$ cat src/rtl/div_issue_ctrl_pkg.sv
// Shared ALU definitions for the divider issue/capture stage.
// Holds the FSM state type, default sizing and the captured response bundle.
package div_issue_ctrl_pkg;

  localparam int DIV_WIDTH      = 16;
  localparam int DIV_SETTLE_CYC = 2;
  localparam int DIV_TAG_W      = 4;

  typedef enum logic [1:0] {
    IDLE   = 2'd0,
    SETTLE = 2'd1,
    RESP   = 2'd2
  } div_state_e;

  typedef struct packed {
    logic [DIV_WIDTH-1:0] quo;
    logic [DIV_WIDTH-1:0] rem;
    logic                 dvf;
    logic                 ze;
  } div_rsp_t;

endpackage : div_issue_ctrl_pkg

$ cat src/rtl/div_issue_ctrl_if.sv
// Request, divider and response buses of the divider issue stage.
// The slave modport is the controller's view; master is the surrounding ALU.
interface div_issue_ctrl_if
  import div_issue_ctrl_pkg::*;
#(
  parameter int WIDTH = DIV_WIDTH,
  parameter int TAG_W = DIV_TAG_W
) ();

  logic             req_valid;
  logic             req_ready;
  logic [WIDTH-1:0] req_dividend;
  logic [WIDTH-1:0] req_divisor;
  logic [TAG_W-1:0] req_tag;

  logic [WIDTH-1:0] div_q;
  logic [WIDTH-1:0] div_m;
  logic [WIDTH-1:0] div_quo;
  logic [WIDTH-1:0] div_rem;
  logic             div_dvf;
  logic             div_ze;

  logic             rsp_valid;
  logic             rsp_ready;
  logic [WIDTH-1:0] rsp_quo;
  logic [WIDTH-1:0] rsp_rem;
  logic             rsp_dvf;
  logic             rsp_ze;
  logic [TAG_W-1:0] rsp_tag;

  logic             busy;

  modport master (
    output req_valid, req_dividend, req_divisor, req_tag,
    output div_quo, div_rem, div_dvf, div_ze,
    output rsp_ready,
    input  req_ready, div_q, div_m,
    input  rsp_valid, rsp_quo, rsp_rem, rsp_dvf, rsp_ze, rsp_tag,
    input  busy
  );

  modport slave (
    input  req_valid, req_dividend, req_divisor, req_tag,
    input  div_quo, div_rem, div_dvf, div_ze,
    input  rsp_ready,
    output req_ready, div_q, div_m,
    output rsp_valid, rsp_quo, rsp_rem, rsp_dvf, rsp_ze, rsp_tag,
    output busy
  );

endinterface : div_issue_ctrl_if

$ cat src/rtl/div_stats_cnt.sv
// Saturating operation / zero-divide counter pair for the divider issue stage.
// Only instantiated when DIV_STATS_EN is defined.
module div_stats_cnt (
  input  logic        clk,
  input  logic        rst,
  input  logic        clr,
  input  logic        inc_ops,
  input  logic        inc_ze,
  output logic [15:0] ops,
  output logic [15:0] ze
);

  logic [15:0] ops_q, ops_d;
  logic [15:0] ze_q, ze_d;

  // A clear always beats an increment landing on the same edge.
  always_comb begin
    ops_d = ops_q;
    ze_d  = ze_q;
    if (clr) begin
      ops_d = '0;
      ze_d  = '0;
    end else begin
      if (inc_ops && (ops_q != 16'hFFFF)) ops_d = ops_q + 16'd1;
      if (inc_ze && (ze_q != 16'hFFFF))   ze_d  = ze_q + 16'd1;
    end
  end

  always_ff @(posedge clk or posedge rst) begin
    if (rst) begin
      ops_q <= '0;
      ze_q  <= '0;
    end else begin
      ops_q <= ops_d;
      ze_q  <= ze_d;
    end
  end

  assign ops = ops_q;
  assign ze  = ze_q;

endmodule : div_stats_cnt

$ cat src/rtl/div_issue_ctrl.sv
// Issue/capture stage in front of the combinational signed divider.
// Optional statistics counters are enabled by defining DIV_STATS_EN.
module div_issue_ctrl
  import div_issue_ctrl_pkg::*;
#(
  parameter int WIDTH      = DIV_WIDTH,
  parameter int SETTLE_CYC = DIV_SETTLE_CYC,
  parameter int TAG_W      = DIV_TAG_W
) (
  input  logic             clk,
  input  logic             rst,
  div_issue_ctrl_if.slave  bus
`ifdef DIV_STATS_EN
  ,
  input  logic             stat_clr,
  output logic [15:0]      stat_ops,
  output logic [15:0]      stat_ze
`endif
);

  localparam int CNT_W = (SETTLE_CYC > 1) ? $clog2(SETTLE_CYC) : 1;

  div_state_e       state_q, state_d;
  logic [CNT_W-1:0] cnt_q, cnt_d;
  logic [WIDTH-1:0] div_q_q, div_q_d;
  logic [WIDTH-1:0] div_m_q, div_m_d;
  logic [TAG_W-1:0] tag_q, tag_d;
  div_rsp_t         rsp_q, rsp_d;

  // A zero divisor bypasses the settle window; the divider result is ignored.
  always_comb begin
    state_d = state_q;
    cnt_d   = cnt_q;
    div_q_d = div_q_q;
    div_m_d = div_m_q;
    tag_d   = tag_q;
    rsp_d   = rsp_q;
    case (state_q)
      IDLE: begin
        if (bus.req_valid) begin
          div_q_d = bus.req_dividend;
          div_m_d = bus.req_divisor;
          tag_d   = bus.req_tag;
          if (bus.req_divisor != '0) begin
            state_d = SETTLE;
            cnt_d   = CNT_W'(SETTLE_CYC - 1);
          end else begin
            state_d   = RESP;
            rsp_d.quo = '0;
            rsp_d.rem = bus.req_dividend;
            rsp_d.dvf = 1'b0;
            rsp_d.ze  = 1'b1;
          end
        end
      end
      SETTLE: begin
        if (cnt_q == '0) begin
          state_d   = RESP;
          rsp_d.quo = bus.div_quo;
          rsp_d.rem = bus.div_rem;
          rsp_d.dvf = bus.div_dvf;
          rsp_d.ze  = bus.div_ze;
        end else begin
          cnt_d = cnt_q - CNT_W'(1);
        end
      end
      RESP: begin
        if (bus.rsp_ready) state_d = IDLE;
      end
      default: state_d = IDLE;
    endcase
  end

  always_ff @(posedge clk or posedge rst) begin
    if (rst) begin
      state_q <= IDLE;
      cnt_q   <= '0;
      div_q_q <= '0;
      div_m_q <= '0;
      tag_q   <= '0;
      rsp_q   <= '0;
    end else begin
      state_q <= state_d;
      cnt_q   <= cnt_d;
      div_q_q <= div_q_d;
      div_m_q <= div_m_d;
      tag_q   <= tag_d;
      rsp_q   <= rsp_d;
    end
  end

  assign bus.req_ready = (state_q == IDLE);
  assign bus.busy      = (state_q != IDLE);
  assign bus.rsp_valid = (state_q == RESP);
  assign bus.div_q     = div_q_q;
  assign bus.div_m     = div_m_q;
  assign bus.rsp_quo   = rsp_q.quo;
  assign bus.rsp_rem   = rsp_q.rem;
  assign bus.rsp_dvf   = rsp_q.dvf;
  assign bus.rsp_ze    = rsp_q.ze;
  assign bus.rsp_tag   = tag_q;

`ifdef DIV_STATS_EN
  logic rsp_hs;

  assign rsp_hs = (state_q == RESP) && bus.rsp_ready;

  div_stats_cnt u_stats (
    .clk     (clk),
    .rst     (rst),
    .clr     (stat_clr),
    .inc_ops (rsp_hs),
    .inc_ze  (rsp_hs && rsp_q.ze),
    .ops     (stat_ops),
    .ze      (stat_ze)
  );
`endif

endmodule : div_issue_ctrl

$ cat src/flat_wrapper.sv
// flat-port wrapper written by rule: the top's interface ports become plain ports
module div_issue_ctrl_flat import div_issue_ctrl_pkg::*;
#(
  parameter int WIDTH      = DIV_WIDTH,
  parameter int SETTLE_CYC = DIV_SETTLE_CYC,
  parameter int TAG_W      = DIV_TAG_W
)
  (clk, rst, bus_req_valid, bus_req_dividend, bus_req_divisor, bus_req_tag, bus_div_quo, bus_div_rem, bus_div_dvf, bus_div_ze, bus_rsp_ready, bus_req_ready, bus_div_q, bus_div_m, bus_rsp_valid, bus_rsp_quo, bus_rsp_rem, bus_rsp_dvf, bus_rsp_ze, bus_rsp_tag, bus_busy);
  div_issue_ctrl_if #(.WIDTH(WIDTH), .TAG_W(TAG_W)) bus_i ();
  input  logic clk;
  input  logic rst;
  input wire logic [$bits(bus_i.req_valid)-1:0] bus_req_valid;
  input wire logic [$bits(bus_i.req_dividend)-1:0] bus_req_dividend;
  input wire logic [$bits(bus_i.req_divisor)-1:0] bus_req_divisor;
  input wire logic [$bits(bus_i.req_tag)-1:0] bus_req_tag;
  input wire logic [$bits(bus_i.div_quo)-1:0] bus_div_quo;
  input wire logic [$bits(bus_i.div_rem)-1:0] bus_div_rem;
  input wire logic [$bits(bus_i.div_dvf)-1:0] bus_div_dvf;
  input wire logic [$bits(bus_i.div_ze)-1:0] bus_div_ze;
  input wire logic [$bits(bus_i.rsp_ready)-1:0] bus_rsp_ready;
  output wire logic [$bits(bus_i.req_ready)-1:0] bus_req_ready;
  output wire logic [$bits(bus_i.div_q)-1:0] bus_div_q;
  output wire logic [$bits(bus_i.div_m)-1:0] bus_div_m;
  output wire logic [$bits(bus_i.rsp_valid)-1:0] bus_rsp_valid;
  output wire logic [$bits(bus_i.rsp_quo)-1:0] bus_rsp_quo;
  output wire logic [$bits(bus_i.rsp_rem)-1:0] bus_rsp_rem;
  output wire logic [$bits(bus_i.rsp_dvf)-1:0] bus_rsp_dvf;
  output wire logic [$bits(bus_i.rsp_ze)-1:0] bus_rsp_ze;
  output wire logic [$bits(bus_i.rsp_tag)-1:0] bus_rsp_tag;
  output wire logic [$bits(bus_i.busy)-1:0] bus_busy;
  assign bus_i.req_valid = bus_req_valid;
  assign bus_i.req_dividend = bus_req_dividend;
  assign bus_i.req_divisor = bus_req_divisor;
  assign bus_i.req_tag = bus_req_tag;
  assign bus_i.div_quo = bus_div_quo;
  assign bus_i.div_rem = bus_div_rem;
  assign bus_i.div_dvf = bus_div_dvf;
  assign bus_i.div_ze = bus_div_ze;
  assign bus_i.rsp_ready = bus_rsp_ready;
  assign bus_req_ready = bus_i.req_ready;
  assign bus_div_q = bus_i.div_q;
  assign bus_div_m = bus_i.div_m;
  assign bus_rsp_valid = bus_i.rsp_valid;
  assign bus_rsp_quo = bus_i.rsp_quo;
  assign bus_rsp_rem = bus_i.rsp_rem;
  assign bus_rsp_dvf = bus_i.rsp_dvf;
  assign bus_rsp_ze = bus_i.rsp_ze;
  assign bus_rsp_tag = bus_i.rsp_tag;
  assign bus_busy = bus_i.busy;
  div_issue_ctrl #(.WIDTH(WIDTH), .SETTLE_CYC(SETTLE_CYC), .TAG_W(TAG_W)) u_core (.clk(clk), .rst(rst), .bus(bus_i));
endmodule
$ cat config.mk
export PLATFORM = sky130hd
export DESIGN_NAME = div_issue_ctrl_flat
export DESIGN_NICKNAME = d
export VERILOG_FILES = /design/src/rtl/div_issue_ctrl_pkg.sv /design/src/rtl/div_issue_ctrl_if.sv /design/src/rtl/div_stats_cnt.sv /design/src/rtl/div_issue_ctrl.sv /design/src/flat_wrapper.sv
export SDC_FILE = /design/constraint.sdc
export NUM_CORES = 1
export LEC_CHECK = 0
export ABC_AREA = 0
export BUFFER_PORTS_ARGS = -buffer_cell sky130_fd_sc_hd__buf_2
export CORE_MARGIN = 10
export CORE_UTILIZATION = 49
export DETAILED_ROUTE_END_ITERATION = 8
export GPL_ROUTABILITY_DRIVEN = 0
export PLACE_DENSITY_LB_ADDON = 0.12
export SLEW_MARGIN = 20
export SYNTH_ARGS = -nofsm -noshare
export SYNTH_HDL_FRONTEND = slang
export SYNTH_SLANG_ARGS = --single-unit
$ cat constraint.sdc
create_clock -name clk -period 5.4 [get_ports clk]
set_input_delay 0 -clock clk [delete_from_list [all_inputs] [get_ports clk]]
set_output_delay 0 -clock clk [all_outputs]
set_load 0.05 [all_outputs]
; ---- Word level (Yosys, flattened, before mapping)
; Cells that the tools add are included.
[classes]
add_sub_neg = 1
eq_ne = 7
mux = 13
reduce_logical = 8
[ops]
columns = cell, n
row1 = 2-to-1 mux 34 bit, 3
row2 = one-hot mux 34 bit (2 select lines), 1
row3 = nonzero test 16 bit, 1
row4 = 2-to-1 mux 2 bit, 4
row5 = inequality test 2 bit (second input constant), 4
row6 = one-hot mux 2 bit (3 select lines), 1
row7 = AND reduction 3 bit, 2
row8 = AND reduction 4 bit, 1
row9 = nonzero test 2 bit, 2
row10 = 2-to-1 mux 1 bit, 3
row11 = equality test 2 x 1 -> 1 bit (second input constant), 1
row12 = equality test 2 bit (second input constant), 1
row13 = logical NOT 2 bit, 1
row14 = inequality test 2 x 1 -> 1 bit (second input constant), 1
row15 = one-hot mux 1 bit (2 select lines), 1
row16 = AND reduction 2 bit, 1
row17 = subtractor 1 bit (second input constant), 1
[word_totals]
register_bits = 73
input_bits = 74
out_inout_bits = 73
word_cells = 38

; ---- Logic depth before layout (Yosys ltp)
[depth]
depth_word = 4
depth_mapped = 6
mapped_depth_nobuf = 4

; ---- Worst setup path before layout
; Ideal clock, no wire load.
[synth_path]
path_type = register to register
from = register u_core.state_q[0]
to = register u_core.div_m_q[10], in the netlist u_core.bus.div_m[10]
setup_ns = 0.125
t_arrival_ns = 2.128
required_ns = 5.275
slack_ns = 3.147
stages_incl_launch_ff = 6
n_path_buf = 2
period_less_slack_ns = 2.253
path_cell_list = dfrtp_1 nor2_1 and2_1 buf_2 buf_2 mux2_2
[synth_via]
elab_chain_cells = 2
[synth_rtl]
columns = item, line
row1 = from (decl), div_issue_ctrl.sv:23  ; div_state_e state_q, state_d;
row2 = from (signal assigned), div_issue_ctrl.sv:83  ; state_q <= state_d;
row3 = logical NOT 2 bit, --
row4 = named net bus_req_ready, flat_wrapper.sv:21  ; output wire logic [$bits(bus_i.req_ready)-1:0] bus_req_ready;
row5 = AND reduction 2 bit (no line), --
row6 = to (signal assigned), div_issue_ctrl.sv:86  ; div_m_q <= div_m_d;
row7 = to (decl), div_issue_ctrl.sv:26  ; logic [WIDTH-1:0] div_m_q, div_m_d;
; The timed path passes the listed nets, and every way through them passes these cells.
; A chain may end at the register's enable or synchronous reset.

; ---- Worst setup path after layout
[layout_path]
from = input port bus_req_divisor[8]
to = register u_core.rsp_q (netlist bit u_core.bus.rsp_quo[1])
[layout_via]
elab_chain_cells = 3
[layout_rtl]
columns = item, line
row1 = from (decl), flat_wrapper.sv:14  ; input wire logic [$bits(bus_i.req_divisor)-1:0] bus_req_divisor;
row2 = nonzero test 16 bit, div_issue_ctrl.sv:44  ; if (bus.req_divisor != '0) begin
row3 = inequality test 2 bit (no line), --
row4 = AND reduction 4 bit (no line), --
row5 = to (signal assigned), div_issue_ctrl.sv:88  ; rsp_q <= rsp_d;
row6 = to (decl), div_issue_ctrl.sv:28  ; div_rsp_t rsp_q, rsp_d;
; No other way between the ends.

==> results.md <==
- Status: complete, no violations
- Mapped cell area: 0.00300 mm²
- Gate power share: 58.0%
- Final Max Tran Viols: 0
- Crit-path max FO: 35
- NetSw: 1.75 mW
- Worst hold slack: just under 0.4 ns
- Slew HR: 39.7%
- Die W: 98.2 µm
- DP Wirelength: 6.19 mm
- H-Tree Depth: 3
- Setup WS post-layout: 3.18 ns
- Power per Cell Area: 709 mW/mm²
- RSZ-0062 raised after global routing: no
- Synthesized area per cell: roughly 14 µm²
- Setup TNS Final: 0 ns
- GRT Total Usage: 19.0%
- Dominant synthesized flop cell: dfrtp_1
- Sequential cell area fraction in the yosys report: approximately three fifths
- Final ANT Viol Nets: 0
- Wirelength, routed: about 9.4 mm
- Max Root-Sink Buffers: 2
- Final core occ: 78.8%
- Post-synth EDFFs: 0
- Max-cap violation count: 0
- Final setup viols: 0
- Initial antenna violation count: 1
- Placed cell areas: 0.00374 mm²
- Design area: 0.00466 mm²
- Share of cells above drive strength 1: 46.2%
- Root Driver: clkbuf_8
- Die ar.: 0.00964 mm²
- GRT overflow: 0
- First-pass GRT wire length: ~15 mm
- # Post-CTS Setup Buffers: 0
- Seq pwr share: 29.4%
- Clk_lat worst skew: around 0.33 ns
- Critical Path AT: roughly 2.4 ns
- Area delta synth->final: 55.6%
- WL per Instance: 18.3 µm
- Sw Share: 52.9%
- Synthesized instance count: approximately 210
- Int Pwr: roughly 1.6 mW
- Synth Warn #: 0
- Inst Count DP: 422
- Worst slew pin tran: roughly 0.90 ns
- Leak: between 2 and 2.5 nW
- # IOs: 147
- Startpoint Class: input pin
- Pin count of the biggest net entering global routing: 74
- WS Path Type: input pin to register
- Max Freq: around 450 MHz
- DR vias/cell: 5.08
- Final #Nets: 504
- Async S/R FF share, synth: 100%
- First-pass DRT Iterations: 4
- Final hold vios: 0
- CP Capture Type: register
- Clock share of power: 12.6%
- PostCTS Resize Cnt: 0
- Num CTS Buffers: 9
- PortBufs: 146
- Initial DRC Count: between 100 and 150
- Final worst path period need: 2.22 ns
- Hold path start: bus_rsp_ready
- Pre-CTS setup slack: about 3.0 ns
- VDD IR-drop max: 464 µV
- R2R Path Start: u_core.state_q[0]$_DFFE_PP0P_
- Initial Utilization: about 51%
- Total chip power: 3.30 mW
- Critical Path RT: 5.62 ns
- DRC: 0
- Crit share post-route: 41.2%
- Unique masters post-synth: 26
- Via count: ~2600
- CTS tree: yes
- Flip-flop and latch count after synthesis: 73
- Clock sink count: 73
- Clk slew on worst S/H paths: 0.08 ns
- Syn_nets: 287
- Die Height: 98.2 µm
- Clock Skews: 0.00571 ns
- Std cell rows: 28
- Vias in the first global route: 2865
- Fin cells: a little over 500
- Hold Crit Class: input pin to register
- Core ar.: about 0.006 mm²
- Setup crit start: bus_req_divisor[8]
-- power groups by stage --
stage	clock network [mW]	registers, mW	logic, mW
final	0.417	0.970	1.92
after floorplan	0	1.88	0.539
after global placement	0	0.956	1.87
after CTS	0.427	0.964	1.93
after detailed placement	0	0.971	1.89
after global routing	0.452	1.00	2.02
-- what timing repair did --
action	CTS	global route
hold buffers	72	0
setup endpoints to repair	0	0
hold endpoints to repair	144	0
-- sequential cells by signal, indices dropped and copies added, names as in the netlist --
signal	flops
u_core.bus.rsp_quo	16
u_core.bus.rsp_dvf	1
u_core.bus.rsp_rem	16
u_core.state_q	2
u_core.bus.rsp_ze	1
u_core.cnt_q	1
u_core.bus.rsp_tag	4
u_core.bus.div_m	16
u_core.bus.div_q	16
-- logic make-up (layout without fill, tap and decap cells) --
kind of cell	after synthesis	count (layout)	synth area share, %
simple gates	16	16	4.84
other cells	0	1	0
buf+inv	17	239	3.42
mux	52	52	18.9
flops	73	73	61.0
compound gates	55	55	11.9
-- cell type report --
cell class,instances,area [µm²]
inverters,4,15.0
multi-input cells,123,1070
diodes,1,2.50
well taps,75,93.8
fillers,394,1260
clock inverters,6,57.6
repair buffers,219,1460
flip-flops and latches,73,1830
clock buffers,10,138
-- per-layer routing --
metal / up-vias / track usage, % / part of all wire (%)
li1: 1210 / - / -
met5: - / 0 / 0
met4: 0 / 8.49 / 3.0
met1: 1262 / 20.7 / 38
met2: 102 / 32.3 / 51
met3: 21 / 6.98 / 8.2
-- cell usage in the layout (no fill, tap or decap), drive strengths merged, types with 3 or more instances in the layout --
| master | count |
|---|---|
| dfrtp | 73 |
| a22o | 18 |
| nand2b | 4 |
| o21ai | 33 |
| inv | 4 |
| mux2i | 16 |
| clkinv | 4 |
| nor4 | 4 |
| nor2 | 3 |
| dlygate4sd3 | 72 |
| clkbuf | 10 |
| mux2 | 36 |
| buf | 147 |
-- worst max-delay path: stages --
cell and delay, ns:
dlygate4sd3_1 0.54, buf_2 0.14, nor4_4 0.35, a41oi_2 0.42, or2_2 0.69, a22o_1 0.29
-- final timing paths --
path | end | slack (ns) | cells past startpoint
worst max-delay path | u_core.bus.rsp_quo[1]$_DFFE_PP0P_ | 3.18 | 6
worst min-delay path | u_core.state_q[1]$_DFFE_PP0P_ | 0.39 | 3
worst max register to register | u_core.bus.rsp_rem[3]$_DFFE_PP0P_ | 3.37 | 3
worst min register to register | u_core.bus.div_m[7]$_DFFE_PP0P_ | 0.48 | 1
max in group asynchronous | u_core.bus.rsp_rem[3]$_DFFE_PP0P_ | 4.29 | 4
min in group asynchronous | u_core.bus.div_m[7]$_DFFE_PP0P_ | 0.54 | 4
-- synth_stat cells (4+ instances only) --
cell	n	area, µm²
buf_6	4	45.0
o21ai_0	16	80.1
inv_1	4	15.0
mux2_1	8	90.1
o21ai_1	17	85.1
dfrtp_1	73	1830
mux2i_1	16	160
nand2b_1	4	25.0
mux2_2	28	315
a22o_1	18	158
buf_2	4	20.0
Note: power is estimated with default switching activity, not from simulation.
